File: src/rtl/snax_simbacore_csr_pkg.sv
// Shared types and address-map helpers for the SimbaCore CSR manager.
package snax_simbacore_csr_pkg;

   typedef enum logic {
      IDLE,
      PENDING
   } csr_state_e;

   // Launch/status and perf registers sit directly after the RW and RO blocks.
   function automatic int unsigned launch_addr(input int unsigned rw_count, input int unsigned ro_count);
      return rw_count + ro_count;
   endfunction

   function automatic int unsigned perf_addr(input int unsigned rw_count, input int unsigned ro_count);
      return rw_count + ro_count + 1;
   endfunction

   localparam int unsigned StatusPendingBit = 0;
   localparam int unsigned StatusBusyBit    = 1;

endpackage

File: src/rtl/snax_simbacore_csr_manager.sv
// Core-side CSR front end for SimbaCore: RW config registers, RO passthrough,
// launch handshake towards the accelerator and a busy-cycle perf counter.
module snax_simbacore_csr_manager
   import snax_simbacore_csr_pkg::*;
#(
   parameter int unsigned RegRWCount   = 5,
   parameter int unsigned RegROCount   = 2,
   parameter int unsigned RegDataWidth = 32,
   parameter int unsigned RegAddrWidth = 32
) (
   input  logic                                     clk_i,
   input  logic                                     rst_ni,
   input  logic [RegAddrWidth-1:0]                  csr_req_addr_i,
   input  logic [RegDataWidth-1:0]                  csr_req_data_i,
   input  logic                                     csr_req_write_i,
   input  logic                                     csr_req_valid_i,
   output logic                                     csr_req_ready_o,
   output logic [RegDataWidth-1:0]                  csr_rsp_data_o,
   output logic                                     csr_rsp_valid_o,
   input  logic                                     csr_rsp_ready_i,
   output logic [RegRWCount-1:0][RegDataWidth-1:0]  csr_reg_set_o,
   output logic                                     csr_reg_set_valid_o,
   input  logic                                     csr_reg_set_ready_i,
   input  logic [RegROCount-1:0][RegDataWidth-1:0]  csr_reg_ro_set_i,
   input  logic                                     acc_busy_i
);

   localparam int unsigned LaunchAddr = launch_addr(RegRWCount, RegROCount);
   localparam int unsigned PerfAddr   = perf_addr(RegRWCount, RegROCount);

   csr_state_e                              state;
   logic [RegRWCount-1:0][RegDataWidth-1:0] regs;
   logic [RegDataWidth-1:0]                 rsp_data;
   logic [RegDataWidth-1:0]                 rdata;
   logic [RegDataWidth-1:0]                 perf_cnt;
   logic                                    rsp_valid;
   logic                                    set_valid;
   logic                                    armed;
   logic                                    seen_busy;
   logic                                    req_ready;
   logic                                    wr_hs;
   logic                                    rd_hs;
   logic                                    launch_req;
   logic                                    perf_clr;
   logic                                    set_hs;

   // Writes are held off while a launch is outstanding so the config stays frozen.
   assign req_ready  = !(rsp_valid && !csr_rsp_ready_i) && !((state == PENDING) && csr_req_write_i);
   assign wr_hs      = csr_req_valid_i && req_ready && csr_req_write_i;
   assign rd_hs      = csr_req_valid_i && req_ready && !csr_req_write_i;
   assign launch_req = wr_hs && (csr_req_addr_i == RegAddrWidth'(LaunchAddr)) && csr_req_data_i[0];
   assign perf_clr   = wr_hs && (csr_req_addr_i == RegAddrWidth'(PerfAddr));
   assign set_hs     = (state == PENDING) && csr_reg_set_ready_i;

   assign csr_req_ready_o     = req_ready;
   assign csr_rsp_data_o      = rsp_data;
   assign csr_rsp_valid_o     = rsp_valid;
   assign csr_reg_set_o       = regs;
   assign csr_reg_set_valid_o = set_valid;

   always_comb begin
      rdata = '0;
      for (int unsigned i = 0; i < RegRWCount; i++) begin
         if (csr_req_addr_i == RegAddrWidth'(i)) rdata = regs[i];
      end
      for (int unsigned i = 0; i < RegROCount; i++) begin
         if (csr_req_addr_i == RegAddrWidth'(RegRWCount + i)) rdata = csr_reg_ro_set_i[i];
      end
      if (csr_req_addr_i == RegAddrWidth'(LaunchAddr)) begin
         rdata[StatusPendingBit] = (state == PENDING);
         rdata[StatusBusyBit]    = acc_busy_i;
      end
      if (csr_req_addr_i == RegAddrWidth'(PerfAddr)) rdata = perf_cnt;
   end

   always_ff @(posedge clk_i) begin
      if (!rst_ni) begin
         regs <= '0;
      end else if (wr_hs) begin
         for (int unsigned i = 0; i < RegRWCount; i++) begin
            if (csr_req_addr_i == RegAddrWidth'(i)) regs[i] <= csr_req_data_i;
         end
      end
   end

   always_ff @(posedge clk_i) begin
      if (!rst_ni) begin
         rsp_valid <= 1'b0;
         rsp_data  <= '0;
      end else if (rd_hs) begin
         rsp_valid <= 1'b1;
         rsp_data  <= rdata;
      end else if (csr_rsp_ready_i) begin
         rsp_valid <= 1'b0;
      end
   end

   always_ff @(posedge clk_i) begin
      if (!rst_ni) begin
         state     <= IDLE;
         set_valid <= 1'b0;
      end else begin
         unique case (state)
            IDLE: begin
               if (launch_req) begin
                  state     <= PENDING;
                  set_valid <= 1'b1;
               end
            end
            PENDING: begin
               if (csr_reg_set_ready_i) begin
                  state     <= IDLE;
                  set_valid <= 1'b0;
               end
            end
            default: begin
               state     <= IDLE;
               set_valid <= 1'b0;
            end
         endcase
      end
   end

   // Later assignments take priority: launch handshake re-arms, a PERF write always clears.
   always_ff @(posedge clk_i) begin
      if (!rst_ni) begin
         perf_cnt  <= '0;
         armed     <= 1'b0;
         seen_busy <= 1'b0;
      end else begin
         if (armed && acc_busy_i) begin
            seen_busy <= 1'b1;
            if (perf_cnt != '1) perf_cnt <= perf_cnt + 1'b1;
         end
         if (armed && seen_busy && !acc_busy_i) armed <= 1'b0;
         if (set_hs) begin
            perf_cnt  <= '0;
            armed     <= 1'b1;
            seen_busy <= 1'b0;
         end
         if (perf_clr) perf_cnt <= '0;
      end
   end

endmodule

File: config.mk
export PLATFORM = sky130hd
export DESIGN_NAME = snax_simbacore_csr_manager
export DESIGN_NICKNAME = d
export VERILOG_FILES = /design/src/rtl/snax_simbacore_csr_pkg.sv /design/src/rtl/snax_simbacore_csr_manager.sv
export SDC_FILE = /design/constraint.sdc
export NUM_CORES = 1
export LEC_CHECK = 0
export CORE_MARGIN = 1.5
export CORE_UTILIZATION = 40
export DETAILED_ROUTE_END_ITERATION = 10
export PLACE_DENSITY_LB_ADDON = 0.08
export SLEW_MARGIN = 0
export SYNTH_ARGS = -nofsm -noshare
export SYNTH_HDL_FRONTEND = slang
export SYNTH_SLANG_ARGS = --single-unit
File: constraint.sdc
create_clock -name clk_i -period 3.04 [get_ports clk_i]
set_clock_uncertainty 0.2 [all_clocks]
set_input_delay 0.304 -clock clk_i [delete_from_list [all_inputs] [get_ports clk_i]]
set_output_delay 0.304 -clock clk_i [all_outputs]
set_load 0.1 [all_outputs]
==> qor.csv <==
stage,metric,value,unit
yosys,sequential-to-total area share from yosys stat,0.4418,
clocking,H-Tree Depth,1,
hold_path,HP Class,in -> reg,
yosys,ys async rst share,0,
routing,Routed WL,39610,um
floorplan,num rows,58,
worst_setup_path,Reg-to-Reg End,perf_cnt[23],
floorplan,Core Area,25330,um2
clocking,clock-pin slew on the worst setup and hold paths,0.06,ns
worst_setup_path,worst reg2reg path depth,6,
power_and_ir_drop,VDD IR-drop max,0.2848,mV
floorplan,DIE AREA,26920,um2
worst_setup_path,most frequent CP cell,o21ai_0,
clocking,clk buf depth,3,
clocking,Num CTS Buffers,26,
layout,nets,1706,
floorplan,Initial Utilization,0.4097,
clocking,Clock Latency Late Sink,0.53,ns
clocking,CTS Root Cell,clkbuf_16,
worst_setup_path,crit-path max FO,24,
worst_setup_path,cells along the critical path,"clkdlybuf4s50_1, nor4_2, nand4_2, or4_1, buf_4, o21ai_0, a221oi_1, o21ai_0",
floorplan,height of the die,164.1,um
run_status,status,"complete, no violations",
sta,min cycle time layout,2.618,ns
clocking,Hold Buf Count CTS,0,
global_routing,vias in the first global route,9883,
worst_setup_path,critical path class,in -> reg,
hold_path,hold path start,csr_req_addr_i[1],
yosys,Synth Net Count,1399,
placement,routability cong.,0.8759,
routing,DRC,0,
yosys,"Primary FF master, synth",dfxtp_1,
placement,post-DP HPWL,28030,um
routing,Routed WL per cell,20.62,um
floorplan,Die W,164.1,um
yosys,dominant cell type by area after synthesis,dfxtp_1,
worst_setup_path,reg2reg start,perf_cnt[14],
sta,RSZ-0062 raised after global routing,false,
worst_setup_path,"slowest stage delay, CP",0.61,ns
layout,final non-filler cell total,1921,
routing,DRT antenna net count,0,
yosys,post-synthesis instance total,1263,
yosys,Ys Warns,0,
global_routing,largest net degree at the start of global routing,161,
worst_setup_path,Worst Setup Start Kind,input port,
yosys,"count leader, synth",nand2_1,
sta,Final Hold Vio Count,0,
yosys,mean post-synth cell area,8.216,um2
global_routing,grt ovf,0,
yosys,synth unique cells,55,
sta,Slew Limit Headroom,0.4447,
routing,drt initial violations,814,
worst_setup_path,CP bufs+invs,2,
power_and_ir_drop,Leakage,0.005410,uW
placement,Port Buf Inserts,329,
routing,drt first pass iters,7,
hold_path,worst hold stages,3,
layout,layout cells sized above 1,0.2252,
routing,DR vias,10550,
clocking,clock tree sinks,229,
floorplan,I/O Pins,330,
yosys,Synth top area share,0.4418,
worst_setup_path,"delay-heaviest family, CP",simple AND/OR/NAND/NOR gates,
power_and_ir_drop,Pwr Density,465.3,nW/um2
worst_setup_path,crit end category,register,
sta,"Slew Viols, Final",0,
yosys,Syn Std Cell Area,10380,um2
clocking,Post-CTS Setup Inserts,0,
global_routing,initial antenna violation count,1,
yosys,Area contributors post-synth,"dfxtp_1 (44%), nand2_1 (12%), a21oi_1 (8.4%), mux4_2 (6.5%), o21ai_0 (2.6%)",
sta,Fmax,382.0,MHz
global_routing,first-pass GRT wire length,59130,um
worst_setup_path,CP startpoint,csr_req_addr_i[26],
global_routing,Total GRT Usage,0.2868,
sta,final worst-path cycle share,0.8610,
yosys,register bit total from synthesis,229,
sta,Final Setup Violations,0,
routing,Vias/cell,5.491,
placement,dpl cells,1872,
clocking,PostCTS Resize Cnt,0,
layout,Util after Layout,0.5793,
yosys,"EDFF count, synth",0,
worst_setup_path,Critical Path RT,3.29,ns
worst_setup_path,R2R Setup Slk,0.51,ns
clocking,CTS tree,built,
worst_setup_path,slowest CP cell,or4_1,
hold_path,Hold Path Sink,state,
worst_setup_path,Worst Path Arrival,2.87,ns
layout,P&R area growth vs syn,41.40,%
sta,slew at the pin with the worst max-slew slack,0.8329,ns
flow_run,Max-cap violations,0,
yosys,most frequent cells after synthesis,"nand2_1 (336), dfxtp_1 (229), a21oi_1 (174), clkbuf_1 (61), nor2_1 (57)",
registers in the layout (all words and copies together) (netlist names):
name / cells
armed: 1
csr_reg_set_o: 160
csr_reg_set_valid_o: 1
csr_rsp_data_o: 32
csr_rsp_valid_o: 1
perf_cnt: 32
seen_busy: 1
state: 1
worst max-delay path by stage:
stage	slack (ns)	endpoint	cells past startpoint
after floorplan	0.06	csr_reg_set_o[129]	9
after global placement	-0.03	csr_rsp_data_o[2]	8
after detailed placement	-0.02	csr_rsp_data_o[2]	7
after CTS	0.51	csr_rsp_data_o[2]	7
after global routing	0.36	perf_cnt[23]	6
final	0.42	csr_rsp_data_o[2]	8
layout make-up:
type	instances	area, um2
Antenna cell	1	2.502
Clock buffer	41	818.3
Clock inverter	7	110.1
Fill cell	2331	10660
Inverter	3	13.76
Multi-Input combinational cell	928	5336
Sequential cell	229	4584
Tap cell	330	412.9
Timing Repair Buffer	382	3393
kinds of logic after synthesis:
logic type / Yosys count / synth area share
AO/OA/AOI/OAI: 342 / 0.1904
XOR/XNOR: 27 / 0.02279
adder cells (fa/ha/maj): 1 / 0.001206
buffers and inverters: 106 / 0.04896
flip-flops: 229 / 0.4418
multiplexers: 39 / 0.07416
AND/OR/NAND/NOR: 519 / 0.2207
power by group:
part,total [uW],internal [uW],switching [uW],leakage (uW)
Sequential,3010,3000,1.56,0.00184
Combinational,455,220,235,0.00310
Clock,3370,2090,1280,0.000461
placed cells by master, fill, tap and decap left out, types with 16 or more instances in the layout:
cell type / instances
nand2_1: 336
a21oi_1: 174
clkdlybuf4s50_1: 132
clkbuf_16: 27
buf_4: 232
o21ai_1: 37
a22o_1: 22
xor2_1: 21
a22oi_1: 27
mux4_2: 30
dfxtp_1: 229
o21ai_0: 53
nor2_1: 57
buf_12: 16
nand3_1: 41
per-layer routing:
metal | GRT usage | vias up | share of wire
li1 | - | 5038 | -
met2 | 0.4528 | 414 | 0.46
met4 | 0.07521 | 0 | 0.023
met3 | 0.05909 | 54 | 0.084
met1 | 0.3980 | 5043 | 0.43
met5 | 0 | - | 0
tightest hold or removal path: stages:
cell	delay [ns]
buf_2	0.25
nand3_1	0.19
a21oi_1	0.08
through the flow:
| stage | hold WS (ns) | TNS, ns | setup WS, ns | power, uW | instance area (um2) |
|---|---|---|---|---|---|
| 2_1_floorplan | 0.2358 | 0 | 0.05970 | 3245 | 10390 |
| 3_3_place_gp | 0.2480 | -0.02523 | -0.02523 | 3524 | 13740 |
| 3_5_place_dp | 0.2524 | -0.01695 | -0.01695 | 3525 | 13740 |
| 4_1_cts | 0.1380 | 0 | 0.5136 | 6871 | 14670 |
| 5_1_grt | 0.1694 | 0 | 0.3620 | 7029 | 14670 |
| 6_report | 0.1624 | 0 | 0.4224 | 6827 | 14670 |
Note: power is estimated with default switching activity, not from simulation.
